File: src/rtl/video_timing_generate.sv
// Runtime-programmable video timing generator: syncs, data enable, pixel coordinates and frame/line strobes.
// Define VTG_TPG_EN to add an 8-bar colour test pattern on pix_data; otherwise pix_data is tied to 0.
module video_timing_generate #(
    parameter int unsigned CNT_W     = 13,
    parameter bit          SYNC_POL  = 1'b1,
    parameter bit          ABORT_DIS = 1'b0,
    parameter int unsigned BPC       = 8
) (
    input  logic               clk,
    input  logic               rst_n,
    input  logic               enable,
    input  logic [CNT_W-1:0]   cfg_hact,
    input  logic [CNT_W-1:0]   cfg_hfp,
    input  logic [CNT_W-1:0]   cfg_hsw,
    input  logic [CNT_W-1:0]   cfg_hbp,
    input  logic [CNT_W-1:0]   cfg_vact,
    input  logic [CNT_W-1:0]   cfg_vfp,
    input  logic [CNT_W-1:0]   cfg_vsw,
    input  logic [CNT_W-1:0]   cfg_vbp,
    output logic               hsync,
    output logic               vsync,
    output logic               de,
    output logic [CNT_W-1:0]   x,
    output logic [CNT_W-1:0]   y,
    output logic               frame_start,
    output logic               line_start,
    output logic               busy,
    output logic               cfg_err,
    output logic [3*BPC-1:0]   pix_data
);
    localparam int unsigned      SUM_W   = CNT_W + 2;
    localparam logic [SUM_W-1:0] TOT_MAX = {2'b00, {CNT_W{1'b1}}};
    localparam logic [CNT_W-1:0] ONE     = CNT_W'(1);

    typedef enum logic [1:0] {IDLE = 2'd0, RUN = 2'd1, DRAIN = 2'd2} state_t;

    state_t           state, state_nxt;
    logic [CNT_W-1:0] hcnt, vcnt;
    logic [CNT_W-1:0] sh_hsw, sh_hast, sh_haen, sh_htot;
    logic [CNT_W-1:0] sh_vsw, sh_vast, sh_vaen, sh_vtot;

    logic [CNT_W-1:0] hast_c, haen_c, vast_c, vaen_c;
    logic [SUM_W-1:0] htot_c, vtot_c;
    logic             cfg_ok_c;
    logic             load_c, clr_c, adv_c, err_set_c;
    logic             h_last_c, v_last_c, frame_last_c;
    logic             run_c, hs_c, vs_c, h_act_c, v_act_c, de_c, h_zero_c, v_zero_c;

    // Candidate geometry; totals are widened so an oversize sum cannot wrap into range
    always_comb begin
        hast_c   = cfg_hsw + cfg_hbp;
        haen_c   = hast_c + cfg_hact;
        vast_c   = cfg_vsw + cfg_vbp;
        vaen_c   = vast_c + cfg_vact;
        htot_c   = SUM_W'(cfg_hsw) + SUM_W'(cfg_hbp) + SUM_W'(cfg_hact) + SUM_W'(cfg_hfp);
        vtot_c   = SUM_W'(cfg_vsw) + SUM_W'(cfg_vbp) + SUM_W'(cfg_vact) + SUM_W'(cfg_vfp);
        cfg_ok_c = (cfg_hact != '0) && (cfg_hsw != '0) && (cfg_vact != '0) && (cfg_vsw != '0)
                   && (htot_c <= TOT_MAX) && (vtot_c <= TOT_MAX);
    end

    always_comb begin
        run_c        = (state != IDLE);
        h_zero_c     = (hcnt == '0);
        v_zero_c     = (vcnt == '0);
        h_last_c     = (hcnt == sh_htot - ONE);
        v_last_c     = (vcnt == sh_vtot - ONE);
        frame_last_c = h_last_c && v_last_c;
        hs_c         = run_c && (hcnt < sh_hsw);
        vs_c         = run_c && (vcnt < sh_vsw);
        h_act_c      = (hcnt >= sh_hast) && (hcnt < sh_haen);
        v_act_c      = (vcnt >= sh_vast) && (vcnt < sh_vaen);
        de_c         = run_c && h_act_c && v_act_c;
    end

    always_ff @(posedge clk or negedge rst_n) begin
        if (!rst_n) state <= IDLE;
        else        state <= state_nxt;
    end

    // Next state; a frame ending with enable low returns to IDLE, otherwise the shadow reload is attempted
    always_comb begin
        state_nxt = state;
        load_c    = 1'b0;
        clr_c     = 1'b0;
        adv_c     = 1'b0;
        err_set_c = 1'b0;
        case (state)
            IDLE: begin
                if (enable) begin
                    if (cfg_ok_c) begin
                        load_c    = 1'b1;
                        clr_c     = 1'b1;
                        state_nxt = RUN;
                    end else begin
                        err_set_c = 1'b1;
                    end
                end
            end
            RUN, DRAIN: begin
                if (!enable && ABORT_DIS) begin
                    clr_c     = 1'b1;
                    state_nxt = IDLE;
                end else if (frame_last_c && !enable) begin
                    clr_c     = 1'b1;
                    state_nxt = IDLE;
                end else begin
                    adv_c     = 1'b1;
                    state_nxt = enable ? RUN : DRAIN;
                    if (frame_last_c) begin
                        load_c    = cfg_ok_c;
                        err_set_c = !cfg_ok_c;
                    end
                end
            end
            default: begin
                clr_c     = 1'b1;
                state_nxt = IDLE;
            end
        endcase
    end

    always_ff @(posedge clk or negedge rst_n) begin
        if (!rst_n) begin
            sh_hsw  <= '0;
            sh_hast <= '0;
            sh_haen <= '0;
            sh_htot <= '0;
            sh_vsw  <= '0;
            sh_vast <= '0;
            sh_vaen <= '0;
            sh_vtot <= '0;
            cfg_err <= 1'b0;
        end else begin
            if (load_c) begin
                sh_hsw  <= cfg_hsw;
                sh_hast <= hast_c;
                sh_haen <= haen_c;
                sh_htot <= CNT_W'(htot_c);
                sh_vsw  <= cfg_vsw;
                sh_vast <= vast_c;
                sh_vaen <= vaen_c;
                sh_vtot <= CNT_W'(vtot_c);
            end
            if (err_set_c)   cfg_err <= 1'b1;
            else if (load_c) cfg_err <= 1'b0;
        end
    end

    always_ff @(posedge clk or negedge rst_n) begin
        if (!rst_n) begin
            hcnt <= '0;
            vcnt <= '0;
        end else if (clr_c) begin
            hcnt <= '0;
            vcnt <= '0;
        end else if (adv_c) begin
            if (h_last_c) begin
                hcnt <= '0;
                vcnt <= v_last_c ? '0 : vcnt + ONE;
            end else begin
                hcnt <= hcnt + ONE;
            end
        end
    end

    // Output stage: one clock behind the counters; coordinates hold outside the active area
    always_ff @(posedge clk or negedge rst_n) begin
        if (!rst_n) begin
            hsync       <= ~SYNC_POL;
            vsync       <= ~SYNC_POL;
            de          <= 1'b0;
            x           <= '0;
            y           <= '0;
            frame_start <= 1'b0;
            line_start  <= 1'b0;
            busy        <= 1'b0;
        end else begin
            hsync       <= hs_c ? SYNC_POL : ~SYNC_POL;
            vsync       <= vs_c ? SYNC_POL : ~SYNC_POL;
            de          <= de_c;
            frame_start <= run_c && h_zero_c && v_zero_c;
            line_start  <= run_c && h_zero_c;
            busy        <= run_c;
            if (!run_c)                  x <= '0;
            else if (de_c)               x <= hcnt - sh_hast;
            else if (h_zero_c)           x <= '0;
            if (!run_c)                  y <= '0;
            else if (de_c)               y <= vcnt - sh_vast;
            else if (h_zero_c && v_zero_c) y <= '0;
        end
    end

`ifdef VTG_TPG_EN
    logic [CNT_W-1:0] sh_bw, bar_pos, bar_pos_c, hact_div8_c;
    logic [2:0]       bar_idx, bar_idx_c;
    logic             bar_first_c;

    // Bar position tracked incrementally; the last bar absorbs the remainder of the line
    always_comb begin
        hact_div8_c = cfg_hact >> 3;
        bar_first_c = (hcnt == sh_hast);
        bar_idx_c   = bar_first_c ? 3'd0 : bar_idx;
        bar_pos_c   = bar_first_c ? '0 : bar_pos;
    end

    always_ff @(posedge clk or negedge rst_n) begin
        if (!rst_n) begin
            sh_bw    <= ONE;
            bar_pos  <= '0;
            bar_idx  <= 3'd0;
            pix_data <= '0;
        end else begin
            if (load_c) sh_bw <= (hact_div8_c == '0) ? ONE : hact_div8_c;
            if (de_c) begin
                if ((bar_idx_c != 3'd7) && (bar_pos_c + ONE == sh_bw)) begin
                    bar_idx <= bar_idx_c + 3'd1;
                    bar_pos <= '0;
                end else begin
                    bar_idx <= bar_idx_c;
                    bar_pos <= (bar_idx_c == 3'd7) ? bar_pos_c : bar_pos_c + ONE;
                end
            end
            pix_data <= de_c ? {{BPC{~bar_idx_c[1]}}, {BPC{~bar_idx_c[2]}}, {BPC{~bar_idx_c[0]}}} : '0;
        end
    end
`else
    assign pix_data = '0;
`endif

endmodule

File: config.mk
export PLATFORM = sky130hd
export DESIGN_NAME = video_timing_generate
export DESIGN_NICKNAME = d
export VERILOG_FILES = /design/src/rtl/video_timing_generate.sv
export SDC_FILE = /design/constraint.sdc
export NUM_CORES = 1
export LEC_CHECK = 0
export ABC_AREA = 1
export BUFFER_PORTS_ARGS = -buffer_cell sky130_fd_sc_hd__buf_4
export CAP_MARGIN = 10
export CELL_PAD_IN_SITES_DETAIL_PLACEMENT = 0
export CELL_PAD_IN_SITES_GLOBAL_PLACEMENT = 1
export CORE_ASPECT_RATIO = 2
export CORE_MARGIN = 8
export CORE_UTILIZATION = 41
export CTS_BUF_LIST = sky130_fd_sc_hd__clkbuf_4
export DETAILED_ROUTE_END_ITERATION = 10
export GPL_TIMING_DRIVEN = 0
export PLACE_DENSITY_LB_ADDON = 0.08
export SYNTH_ARGS = -nofsm -noshare
export SYNTH_HDL_FRONTEND = slang
export SYNTH_SLANG_ARGS = --single-unit
File: constraint.sdc
create_clock -name clk -period 2.4 [get_ports clk]
set_input_delay 0.24 -clock clk [delete_from_list [all_inputs] [get_ports clk]]
set_output_delay 0.24 -clock clk [all_outputs]
set_load 0.005 [all_outputs]
## After elaboration in Yosys (flattened, before gate mapping)

Index checks and enable logic that the tools add are counted.

- Input bits: 107
- Word-level logic and storage cells: 120
- Register bits: 165

- Order comparisons: 8
- Mux-type cells: 36
- Reductions and logical operators: 32
- Equal/unequal tests: 8
- Add/subtract/negate cells: 16

Operators with widths:

| cell | number |
|---|---|
| $mux W13 | 13 |
| $add A13 B13 Y13 | 4 |
| $lt A13 B13 Y1 | 4 |
| $reduce_bool A13 Y1 | 4 |
| $add A14 B13 Y15 | 2 |
| $add A15 B13 Y15 | 2 |
| $le A15 B13 Y1 const B | 2 |
| $add A13 B13 Y14 | 2 |
| $add A13 B1 Y13 const B | 2 |
| $eq A13 B13 Y1 | 2 |
| $ge A13 B13 Y1 | 2 |
| $logic_not A13 Y1 | 2 |
| $sub A13 B1 Y13 const B | 2 |
| $sub A13 B13 Y13 | 2 |
| $logic_and A1 B1 Y1 | 16 |
| $mux W1 | 15 |
| $mux W2 | 4 |
| $reduce_bool A2 Y1 | 4 |
| $ne A3 B1 Y1 const B | 2 |
| $pmux W1 S2 | 3 |
| $ne A2 B2 Y1 const B | 2 |
| $pmux W2 S2 | 1 |
| $reduce_and A2 Y1 | 2 |
| $eq A2 B1 Y1 const B | 1 |
| other kinds (4) | 5 |

## Depth between registers and ports, before layout

Gate-level depths: netlist of the first run.

- Depth in word-level cells: 11
- Mapped depth: 22

## Worst setup path before layout of the first run

OpenSTA, ideal clock, no wires.

- Path type: input-to-reg
- Start point: input port cfg_vact[1]
- End point: register hcnt[10]
- Data arrival time: 3.410 ns
- Setup time: 0.077 ns
- Path slack: -1.087 ns
- Required time: 2.323 ns
- Cell stages on the path: 20
- Buffers on the path: 1
- Cells stage by stage: inv_1 fa_1 fa_1 inv_1 ha_1 inv_1 fa_1 nand3b_1 nand2_1 nand3_1 nand3_1 nand2_1 nand2_1 nor2_1 nand4_1 nand3_1 inv_1 clkbuf_1 nand2_1 o21ai_1

- Cells in the longest elaborated chain, start to end: 9
- Elaborated cells on any way between the ends: 13
- Those cells by class: 2 x add/sub; 1 x order compare; 4 x mux; 6 x reduce/logical

RTL lines:

| item | line | source |
|---|---|---|
| start: declaration | 16 | `input logic [CNT_W-1:0] cfg_vact,` |
| branches (longest 4 deep; another with $add A14 B13 Y15) | - |  |
| $logic_and A1 B1 Y1 (*) | 58 | `&& (htot_c <= TOT_MAX) && (vtot_c <= TOT_MAX);` |
| $mux W1 (*) | 90 | `if (cfg_ok_c) begin` |
| $mux W1 (*) | 89 | `if (enable) begin` |
| $pmux W1 S2 (*) | 87 | `case (state)` |
| $mux W13 / $reduce_bool A2 Y1 (equally long branches) | - |  |
| end signal: assignment | 161 | `hcnt <= hcnt + ONE;` |
| end: declaration | 38 | `logic [CNT_W-1:0] hcnt, vcnt;` |

Mark *: on every way between the ends.
A chain may end at the register's enable or synchronous reset.

## Worst setup path after layout of the first run

- Start point: input port cfg_hfp[1]
- End point: register sh_vast[10]

- Cells in the longest elaborated chain, start to end: 7
- Elaborated cells on any way between the ends: 9
- Those cells by class: 1 x add/sub; 1 x order compare; 5 x mux; 2 x reduce/logical

RTL lines:

| item | line | source |
|---|---|---|
| start: declaration | 13 | `input logic [CNT_W-1:0] cfg_hfp,` |
| $add A15 B13 Y15 (*) | 55 | `htot_c = SUM_W'(cfg_hsw) + SUM_W'(cfg_hbp) + SUM_W'(cfg_hact) + SUM_W'(cfg_hfp);` |
| $le A15 B13 Y1 (*) | 58 |  |
| $logic_and A1 B1 Y1 (*) (2 in series) | 58 |  |
| $mux W1, on equally long branches | 109, 90 |  |
| $mux W1, on equally long branches | 103, 89 |  |
| $pmux W1 S2 (*) | 87 |  |
| end signal: assignment | 140 | `sh_vast <= vast_c;` |
| end: declaration | 40 | `logic [CNT_W-1:0] sh_vsw, sh_vast, sh_vaen, sh_vtot;` |

Every way passes the cells marked *; elsewhere a longest branch is shown, timed or not.

==> flow_summary.toml, run 1 <==
[routing]
drt_first_pass_iters = 4
vias = 14200
first_iter_violations = 482
via_per_inst = 4.92
drt-total-wl_um = 49600
drc = 0
wire_per_inst_um = 17.2
ant_nets = 0

[power_and_ir_drop]
p_per_area_nw_per_um2 = 870
p_leak_nw = 10.7
finalPower_mw = 18.1
ir_worst_vdd_mv = 0.351

[timing]
layout_min_cycle_time_ns = 3.13
slew_headroom_pct = 39.1
worstMarginPinSlew_ns = 0.906
hold_viol = 0
rsz0062_at_grt = "true"
finalCritPeriodShare_pct = 130
fmax_mhz = 320
drv_slew = 0
worst_slack_ns = -0.725
setup_viol = 133
skew_ns = 0.0320

[floorplan]
die_w_um = 154
ios = 164
fp.coreArea_um2 = 37700
dieArea_um2 = 44700
die_height_um = 291
initial_core_util_pct = 41.2
row_count = 101

[final_layout]
finalInstanceArea_um2 = 20800
nFillCells = 3670
drive_gt1_share_pct = 27.2
layout.cells.non_filler = 2884
layout.nets = 2729
post-route-util_pct = 55.1
area_growth_pct = 33.8

[setup_path]
r2r_cells = 18
required_ns = 2.93
reg2reg_slack_ns = -0.50
crit_path_max_fanout = 8
critical_path.reg2reg.startpoint = "sh_vtot[0]"
crit_path_end_kind = "flip-flop"
cp-start-kind = "primary input"
worstReg2RegEnd = "sh_vast[10]"
critPathKind = "in2reg"
arrival_ns = 3.66

[clock_network]
insertion_delay_ns = 0.66
cts_htree_levels = 4
cts_buffer_depth = 2
cts_tree = "done"
cts.sinks = 165
path_clk_slew_ns = 0.15
cts_buffers = 17
ctsRootBufferMaster = "clkbuf_4"

[logic_synthesis]
yosys.cell_types.count = 46
syn_avg_cell_area_um2 = 7.39
synth.largest_area_cell = "dfrtp_1"
ys_seq_area_share_pct = 26.6
synth_seq_cells = 165
synth_most_common_cell = "nand2_1"
netlist_instances = 2097
synth_ff_type = "dfrtp_1"
synth.top_cells.by_count = "nand2_1, inv_1, dfrtp_1"
yosys_warnings = 0
async_reset_ff_share_pct = 100
syn_area_um2 = 15500
synthTopCellsByArea = "dfrtp_1, ha_1, nand2_1"
synth_top_area_share_pct = 26.6
synth_edf_count = 0

[grt]
grtUsageMet1_pct = 26.6
grt_pass1_wl_um = 76300
grt_overflow = 0
grt_max_degree = 91
grt_pass1_vias = 14200
grt_util_met3_pct = 2.72
gr-max-usage-layer = "met2"
antenna_found_initial = 2
grt_use_total_pct = 21.7
grt_util_met2_pct = 38.7

[hold_path]
min_to = "sh_haen[12]"
hold_path_depth = 6
min_path_type = "in2reg"
min_from = "cfg_hact[12]"

[run_status]
status = "complete, but fails checks"
violations = "negative setup slack"

[place]
placed_cells = 2723
port_buffers = 139
hpwl_um = 37900
routabilityCongestion = 0.872
place_area_um2 = 17400

[run]
maxCapViolations = 0
-- worst max-delay path by stage --
stage	startpoint	endpoint	slack [ns]
2_1_floorplan	cfg_vfp[1]	vcnt[4]	-0.88
3_3_place_gp	cfg_vact[1]	vcnt[7]	-2.12
3_5_place_dp	cfg_vact[1]	vcnt[7]	-2.13
4_1_cts	cfg_vact[1]	vcnt[12]	-0.69
5_1_grt	cfg_vfp[1]	vcnt[0]	-0.79
6_report	cfg_hfp[1]	sh_vast[10]	-0.73
-- repair_timing --
item,in CTS,in global routing
cloned,10,12
hold endpoints to repair,108,0
setup endpoints to repair,160,159
resized for setup,193,307
hold buffers,34,0
pin swaps,27,36
buffers inserted,51,25
-- where the power goes --
| part | internal (mW) | switching, mW |
|---|---|---|
| registers | 3.71 | 0.888 |
| clock network | 0.436 | 1.19 |
| logic | 5.15 | 6.67 |
-- cells in the final DEF (no fill, tap or decap), types with 21 or more instances in the layout --
cell type | synthesis | routed
inv_1 | 365 | 344
nand2_1 | 466 | 337
buf_4 | 24 | 210
dfrtp_1 | 165 | 144
ha_1 | 158 | 132
nor2_1 | 128 | 119
a21oi_1 | 112 | 105
nand3_1 | 107 | 97
nand2_2 | 10 | 80
xor2_1 | 78 | 77
nand4_1 | 71 | 71
o21ai_2 | 4 | 62
nand2_4 | 1 | 59
o21ai_1 | 66 | 57
fa_1 | 58 | 53
xnor2_1 | 39 | 39
dlygate4sd3_1 | 0 | 34
o21ai_0 | 82 | 33
conb_1 | 1 | 24
nor3_1 | 25 | 21
buf_6 | 8 | 21
dfrtp_2 | 0 | 21
-- through the flow --
| stage | setup TNS (ns) | hold slack [ns] | setup slack (ns) |
|---|---|---|---|
| final | -85.20 | 0.0647 | -0.725 |
| after global routing | -98.43 | 0.0395 | -0.795 |
| after CTS | -82.46 | 0.0179 | -0.685 |
| after detailed placement | -245.05 | 0.266 | -2.13 |
| after global placement | -245.04 | 0.472 | -2.12 |
| after floorplan | -106.99 | -0.0556 | -0.880 |
-- area by class of cell --
cell class,instances,area [um^2],area share [%]
multi-input combinational,1513,11000,52.9
sequential,165,4160,20.0
timing repair buffer,267,2630,12.7
inverter,369,1430,6.90
buffer,72,712,3.43
tap,463,579,2.79
clock buffer,17,128,0.615
clock inverter,15,123,0.591
timing repair inverter,1,11.3,0.0543
antenna,2,5.00,0.0241
-- per-layer routing --
layer | part of all wire [%] | up-vias
met1 | 43 | 6557
met2 | 51 | 253
met4 | 2.7 | 0
met5 | 0 | -
li1 | - | 7330
met3 | 2.9 | 61
-- cells by family (layout without fill, tap and decap cells) --
group                      after synthesis  count (layout)  synth area share (%)
xor gates and xnor gates               118             118                  6.76
buffers and inverters                  442             741                  11.8
other                                    1              26                0.0242
AOI/OAI and AO/OA                      307             307                  10.7
and+or+nand+nor                        848             848                  23.9
DFF                                    165             165                  26.6
adders and majority gates              216             216                  20.2
-- worst max-delay path, cell delays in order --
cell and delay, ns:
buf_6 0.07, inv_2 0.03, fa_1 0.54, inv_2 0.04, fa_1 0.52, ha_4 0.20
fa_2 0.41, nand3_2 0.09, nand2_4 0.07, nand3_4 0.07, nand3_2 0.07, nand2_2 0.09
nand3_4 0.10, nor2_4 0.18, inv_2 0.07, nor2_4 0.12, nand3_4 0.12, buf_8 0.19
clkbuf_16 0.16, clkbuf_16 0.16, nand2_2 0.05, o21ai_1 0.05
-- flip-flops by register name, indices dropped and copies added, names as in the netlist --
signal,cells
sh_hast,13
sh_hsw,13
sh_vtot,13
busy,1
y,13
cfg_err,1
hsync,1
state,2
sh_vsw,13
hcnt,13
frame_start,1
vsync,1
de,1
sh_vaen,13
x,13
line_start,1
vcnt,13
sh_haen,13
sh_vast,13
sh_htot,13
Note: power is estimated with default switching activity, not from simulation.
==> inputs of run 2 (changes only) <==
- CORE_ASPECT_RATIO: 2 -> not set
==> run 2 against run 1 <==
  * The run still ends with negative setup slack left
  * Worst setup slack got worse by 0.056 ns
  * Final cell count increased by 1.5%
  * Routed wire length increased by 0.65%
  * Combinational power about the same
  * Sequential cell count unchanged
  * Largest cell class unchanged
  * Register-to-register slack got worse by 0.02 ns
  * Clock-buffer cell count unchanged
  * Critical endpoint is now vcnt[3]
==> flow_summary.toml, run 2 (synthesis gave the netlist of run 1 again) <==
[routing]
wire_per_inst_um = 17.1
ant_nets = 0
vias = 14500
first_iter_violations = 709
via_per_inst = 4.94
drt-total-wl_um = 50000
drt_first_pass_iters = 5
drc = 0

[timing]
slew_headroom_pct = 50.9
layout_min_cycle_time_ns = 3.18
hold_viol = 0
worst_slack_ns = -0.781
rsz0062_at_grt = "true"
holdWs_ns = 0.0701
fmax_mhz = 314
skew_ns = 0.0284
setup_viol = 135
drv_slew = 0
finalCritPeriodShare_pct = 133
worstMarginPinSlew_ns = 0.732

[power_and_ir_drop]
switching_power_mw = 8.97
pwr-share-clk_pct = 9.4
p_leak_nw = 10.8
pwr-share-seq_pct = 25.1
finalPower_mw = 18.5
p_per_area_nw_per_um2 = 880
p_int_mw = 9.50
comb_power_share_pct = 65.6
swShare_pct = 48.6
ir_worst_vdd_mv = 0.365

[floorplan]
dieArea_um2 = 44300
initial_core_util_pct = 41.4
fp.coreArea_um2 = 37500
ios = 164
die_height_um = 210
row_count = 71
die_w_um = 210

[setup_path]
required_ns = 2.90
cpMaxStageDelayCell = "fa_1"
path_cells = "buf_8, inv_6, fa_1, fa_1, inv_2, ha_4, inv_2, fa_2, nand3b_1, nand2_2, nand3_2, nand4_1, nand2_1, nor2_4, buf_6, nand4_1, buf_6, nand4_1, buf_6, nand2_8, buf_8, nand2_2, nand2_1"
slowest_delay_ns = 0.55
cp_num_buf_inv = 8
arrival_ns = 3.68
crit_path_max_fanout = 5
worstReg2RegEnd = "vcnt[3]"
critical_path.reg2reg.startpoint = "sh_htot[0]"
r2r_cells = 18
cp-start-kind = "primary input"
reg2reg_slack_ns = -0.52
crit_path_end_kind = "flip-flop"
critPathKind = "in2reg"
crit_family = "adder cells"

[grt]
grt_pass1_vias = 14800
antenna_found_initial = 2
grt_overflow = 0
grt_max_degree = 114
grt_use_total_pct = 22.3
grt_pass1_wl_um = 79000

[clock_network]
cts_buffers = 17
insertion_delay_ns = 0.60
cts_htree_levels = 4
cts_buffer_depth = 2
ctsRootBufferMaster = "clkbuf_4"
path_clk_slew_ns = 0.14
cts.sinks = 165
cts_tree = "done"

[final_layout]
layout.nets = 2724
layout_commonest_cell = "nand2_1"
final_cell_mix = "nand2_1, inv_1, buf_4"
area_growth_pct = 35.3
finalInstanceArea_um2 = 21000
drive_gt1_share_pct = 28.3
nFillCells = 3588
post-route-util_pct = 56.0

[place]
post-place-ws_ns = -2.04
place_area_um2 = 17400
port_buffers = 139
hpwl_um = 38500
routabilityCongestion = 0.870

[run_status]
status = "complete, but fails checks"
violations = "negative setup slack"

[hold_path]
hold_path_depth = 4
min_path_type = "in2reg"
min_from = "cfg_hbp[0]"
min_to = "sh_htot[0]"

[run]
maxCapViolations = 0
## run 2: cell types whose count changed in the layout (fill, tap and decap cells not counted), moves of 4 or more
| cell | change |
|---|---|
| o21ai_1 | -8 |
| inv_1 | -8 |
| buf_8 | +4 |
| inv_2 | +7 |
| nand2_4 | +6 |
| buf_6 | -4 |
| o21ai_2 | +10 |
| buf_4 | +4 |
| ha_4 | +4 |
| clkbuf_16 | -4 |
| nand2_2 | -11 |
| dlygate4sd3_1 | -7 |
| nand2_1 | +4 |
## run 2: worst register-to-register path: cells and delay by family, from the launching register on
kind / cells / cell delay [ns]
simple gates: 14 / 1.58
buf+inv: 3 / 0.51
flops: 1 / 0.40
fa+ha+maj: 1 / 0.34
## run 2: layer usage
metal  GRT usage, %  routed length, um  vias up
li1               -                  -     7306
met1           31.5              24300     6839
met2           36.8              23100      272
met3           2.54               1810       34
met4           3.86                702        0
met5              0                  0        -
## run 2: power groups by stage
stage | logic, mW | registers [mW] | clock network, mW
after floorplan | 6.73 | 4.26 | 0
after global placement | 8.98 | 4.52 | 0
after detailed placement | 9.13 | 4.53 | 0
after CTS | 10.9 | 4.45 | 1.76
after global routing | 13.5 | 4.74 | 1.89
final | 12.1 | 4.63 | 1.73
## run 2: worst max-delay path by stage
stage,start,endpoint,slack [ns],depth (start not counted)
2_1_floorplan,cfg_vfp[1],vcnt[4],-0.88,19
3_3_place_gp,cfg_vsw[3],hcnt[12],-2.04,17
3_5_place_dp,cfg_vsw[5],vcnt[4],-2.04,16
4_1_cts,cfg_vfp[1],sh_hast[9],-0.67,22
5_1_grt,cfg_vsw[1],vcnt[5],-0.91,23
6_report,cfg_vsw[1],vcnt[3],-0.78,23
## run 2: layout make-up
type                       count  area [um^2]  share of cell area [%]
antenna                        2         5.00                  0.0239
buffer                        71          774                    3.69
clock buffer                  17          128                   0.608
clock inverter                15          153                   0.727
inverter                     369         1450                    6.91
multi-input combinational   1513        11100                    53.0
sequential                   165         4160                    19.8
tap                          511          639                    3.05
timing repair buffer         262         2540                    12.1
timing repair inverter         2         20.0                  0.0954
## run 2: timing repair
action                                  4_1_cts  5_1_grt
cloned                                       19        6
hold buffers                                 27        0
gates resized for setup                     300      262
endpoints found under the setup margin      160      161
pin swaps                                    26       35
hold endpoints to repair                     78        0
setup buffers                                60       20
## run 2: stage by stage
step / std cells / setup TNS, ns
after CTS: 2909 / -78.21
after detailed placement: 2771 / -246.01
after global routing: 2927 / -105.64
final: 2927 / -88.60
after floorplan: 2120 / -106.99
after global placement: 2770 / -244.97
==> inputs of run 3 (changes only) <==
- ABC_AREA: 1 -> not set
- CORE_UTILIZATION: 41 -> 43
==> run 3 against run 2 <==
  * Final area shrank 9.9%
  * Routed wire length fell by 11%
  * Worst setup slack worse by 0.64 ns
  * Highest routed layer unchanged
  * Power grew 3.1%
  * Hold slack improved by 0.0035 ns
  * Utilization fell by 1.1 points
  * Critical path depth down 5
  * First-iteration DRC count is 9.3% lower
  * The flow still finishes with violations (negative setup slack)
==> flow_summary.toml, run 3 <==
[floorplan]
fp.coreArea_um2 = 34500
dieArea_um2 = 41100
initial_core_util_pct = 43.5
ios = 164
die_w_um = 203
die_height_um = 203
row_count = 68

[power_and_ir_drop]
p_int_mw = 10.4
pwr-share-seq_pct = 25.1
swShare_pct = 45.5
pwr-share-clk_pct = 8.6
p_per_area_nw_per_um2 = 1010
switching_power_mw = 8.66
p_leak_nw = 9.10
ir_worst_vdd_mv = 0.351
comb_power_share_pct = 66.3

[grt]
grt_max_degree = 112
grtUsageMet1_pct = 30.3
grt_util_met2_pct = 32.3
gr-max-usage-layer = "met2"
grt_use_total_pct = 20.9
grt_util_met3_pct = 3.51
grt_pass1_wl_um = 67900
antenna_found_initial = 1
grt_overflow = 0
grt_pass1_vias = 12400

[timing]
rsz0062_at_grt = "true"
hold_viol = 0
layout_min_cycle_time_ns = 3.82
setup_viol = 160
tns_ns = -182.59
fmax_mhz = 262
drv_slew = 0
worstMarginPinSlew_ns = 0.653
finalCritPeriodShare_pct = 159
holdWs_ns = 0.0736
worst_slack_ns = -1.42
skew_ns = 0.0293
slew_headroom_pct = 56.1

[place]
routabilityCongestion = 0.853
placed_cells = 2224
port_buffers = 139
hpwl_um = 34600

[hold_path]
min_path_type = "in2reg"
min_to = "sh_htot[0]"
min_from = "cfg_hbp[0]"
hold_path_depth = 3

[logic_synthesis]
synth_most_common_cell = "inv_1"
ys_seq_area_share_pct = 27.6
synth_seq_cells = 165
syn_area_um2 = 15000
netlist_instances = 1606
async_reset_ff_share_pct = 100
yosys.cell_types.count = 77
synth_top_area_share_pct = 27.6
synth_edf_count = 0
synth_ff_type = "dfrtp_1"
syn_avg_cell_area_um2 = 9.32
yosys_warnings = 0
synthTopCellsByArea = "dfrtp_1, ha_1, fa_1"
synth.largest_area_cell = "dfrtp_1"
synth.top_cells.by_count = "inv_1, dfrtp_1, ha_1"

[final_layout]
final_cell_mix = "inv_1, buf_4, ha_1"
drive_gt1_share_pct = 25.5
layout.nets = 2209
nFillCells = 3231
layout.cells.non_filler = 2355
multiInputGateArea_um2 = 10300
layout_commonest_cell = "inv_1"
seqCellArea_um2 = 4160
area_growth_pct = 26.2

[clock_network]
path_clk_slew_ns = 0.13
insertion_delay_ns = 0.59
ctsRootBufferMaster = "clkbuf_4"
cts.sinks = 165
cts_htree_levels = 4
cts_buffers = 17
cts_tree = "done"
cts_buffer_depth = 2

[setup_path]
path_common_cell = "buf_12"
critical_path.reg2reg.startpoint = "sh_vtot[3]"
worstReg2RegEnd = "sh_hsw[7]"
crit_path_end_kind = "flip-flop"
slowest_delay_ns = 0.53
critPathKind = "in2reg"
cp.depth = 18
reg2reg_slack_ns = -1.23
path_cells = "buf_12, inv_6, fa_1, inv_1, fa_1, ha_4, fa_2, a211o_1, a2111oi_4, nor3b_2, o22ai_2, xnor2_2, nor4_4, and3_4, buf_12, buf_12, buf_12, mux2_4"
cp-start-kind = "primary input"
crit_family = "adder cells"
cpMaxStageDelayCell = "fa_1"
cp_num_buf_inv = 6
arrival_ns = 4.30
required_ns = 2.88
r2r_cells = 13
crit_path_max_fanout = 7

[run_status]
status = "complete, but fails checks"
violations = "negative setup slack"

[routing]
first_iter_violations = 643
ant_nets = 0
drc = 0
vias = 12400
drt_first_pass_iters = 7
wire_per_inst_um = 18.8
via_per_inst = 5.26
drt-total-wl_um = 44200

[run]
maxCapViolations = 0
## run 3: changes by cell type in the layout (fill, tap and decap cells not counted), sizes merged, moves of 58 or more
cell	change
nand3	-85
nand2	-392
inv	-135
mux2	+62
mux2i	+70
nor2	-58
o21ai	-90
## run 3: cell type report
cell class	instances	share of cell area (%)
Clock inverter	14	0.728
Inverter	233	4.69
Buffer	59	3.08
Tap cell	455	3.01
Sequential cell	165	22.0
Clock buffer	17	0.675
Timing Repair Buffer	238	11.2
Antenna cell	2	0.0265
Multi-Input combinational cell	1172	54.5
## run 3: power groups by stage
stage	Combinational [mW]	Sequential, mW	Clock (mW)
floorplan	8.13	4.59	0
global placement	10.5	5.01	0
detailed placement	10.7	5.05	0
CTS	12.1	4.78	1.70
global route	13.9	4.91	1.81
finish	12.6	4.77	1.64
## run 3: how the worst max path moves through the flow
stage | slack, ns | startpoint | to
floorplan | -1.72 | cfg_hact[1] | sh_hast[10]
global placement | -2.37 | cfg_hact[1] | sh_hsw[0]
detailed placement | -2.37 | cfg_hact[1] | sh_hsw[7]
CTS | -1.62 | cfg_hsw[1] | sh_hsw[7]
global route | -1.53 | cfg_hsw[2] | sh_vaen[2]
finish | -1.42 | cfg_hsw[1] | sh_hsw[7]
## run 3: what timing repair did
action,4_1_cts,5_1_grt
buffers inserted,50,15
cloned,5,5
pin swaps,21,20
endpoints found under the hold margin,81,0
hold buffers,28,0
resized for setup,108,49
endpoints found under the setup margin,160,160
## run 3: metal layers
metal  vias up  part of all wire [%]
li1       6089                     -
met1      6029                    50
met2       231                    45
met4         0                   1.5
met3        43                   4.2
met5         -                     0
## run 3: worst register-to-register path, stage by stage, from the launching register on
cell and delay, ns:
dfrtp_1 0.40, buf_6 0.13, or4_1 0.51, buf_2 0.18, o31ai_2 0.29, a21oi_1 0.10
a311o_2 0.40, a211oi_4 0.37, a31o_2 0.27, and3_4 0.22, buf_12 0.13, buf_12 0.12
buf_12 0.14, mux2_4 0.30
## run 3: stage by stage
| step | utilization (%) | cell area, um^2 | setup WS, ns | power (mW) |
|---|---|---|---|---|
| floorplan | - | 15300 | -1.72 | 12.7 |
| global placement | 49.2 | 16900 | -2.37 | 15.5 |
| detailed placement | 49.3 | 17000 | -2.37 | 15.7 |
| CTS | 53.7 | 18500 | -1.62 | 18.6 |
| global route | 54.9 | 18900 | -1.53 | 20.6 |
| finish | 54.9 | 18900 | -1.42 | 19.0 |
## run 3: cell families after synthesis
group / count (synthesis) / synth area share (%)
and+or+nand+nor: 390 / 13.8
AOI/OAI and AO/OA: 304 / 13.3
adders and majority gates: 216 / 21.0
DFF: 165 / 27.6
muxes: 132 / 9.44
buffers and inverters: 292 / 8.52
other: 1 / 0.0250
xor gates and xnor gates: 106 / 6.39
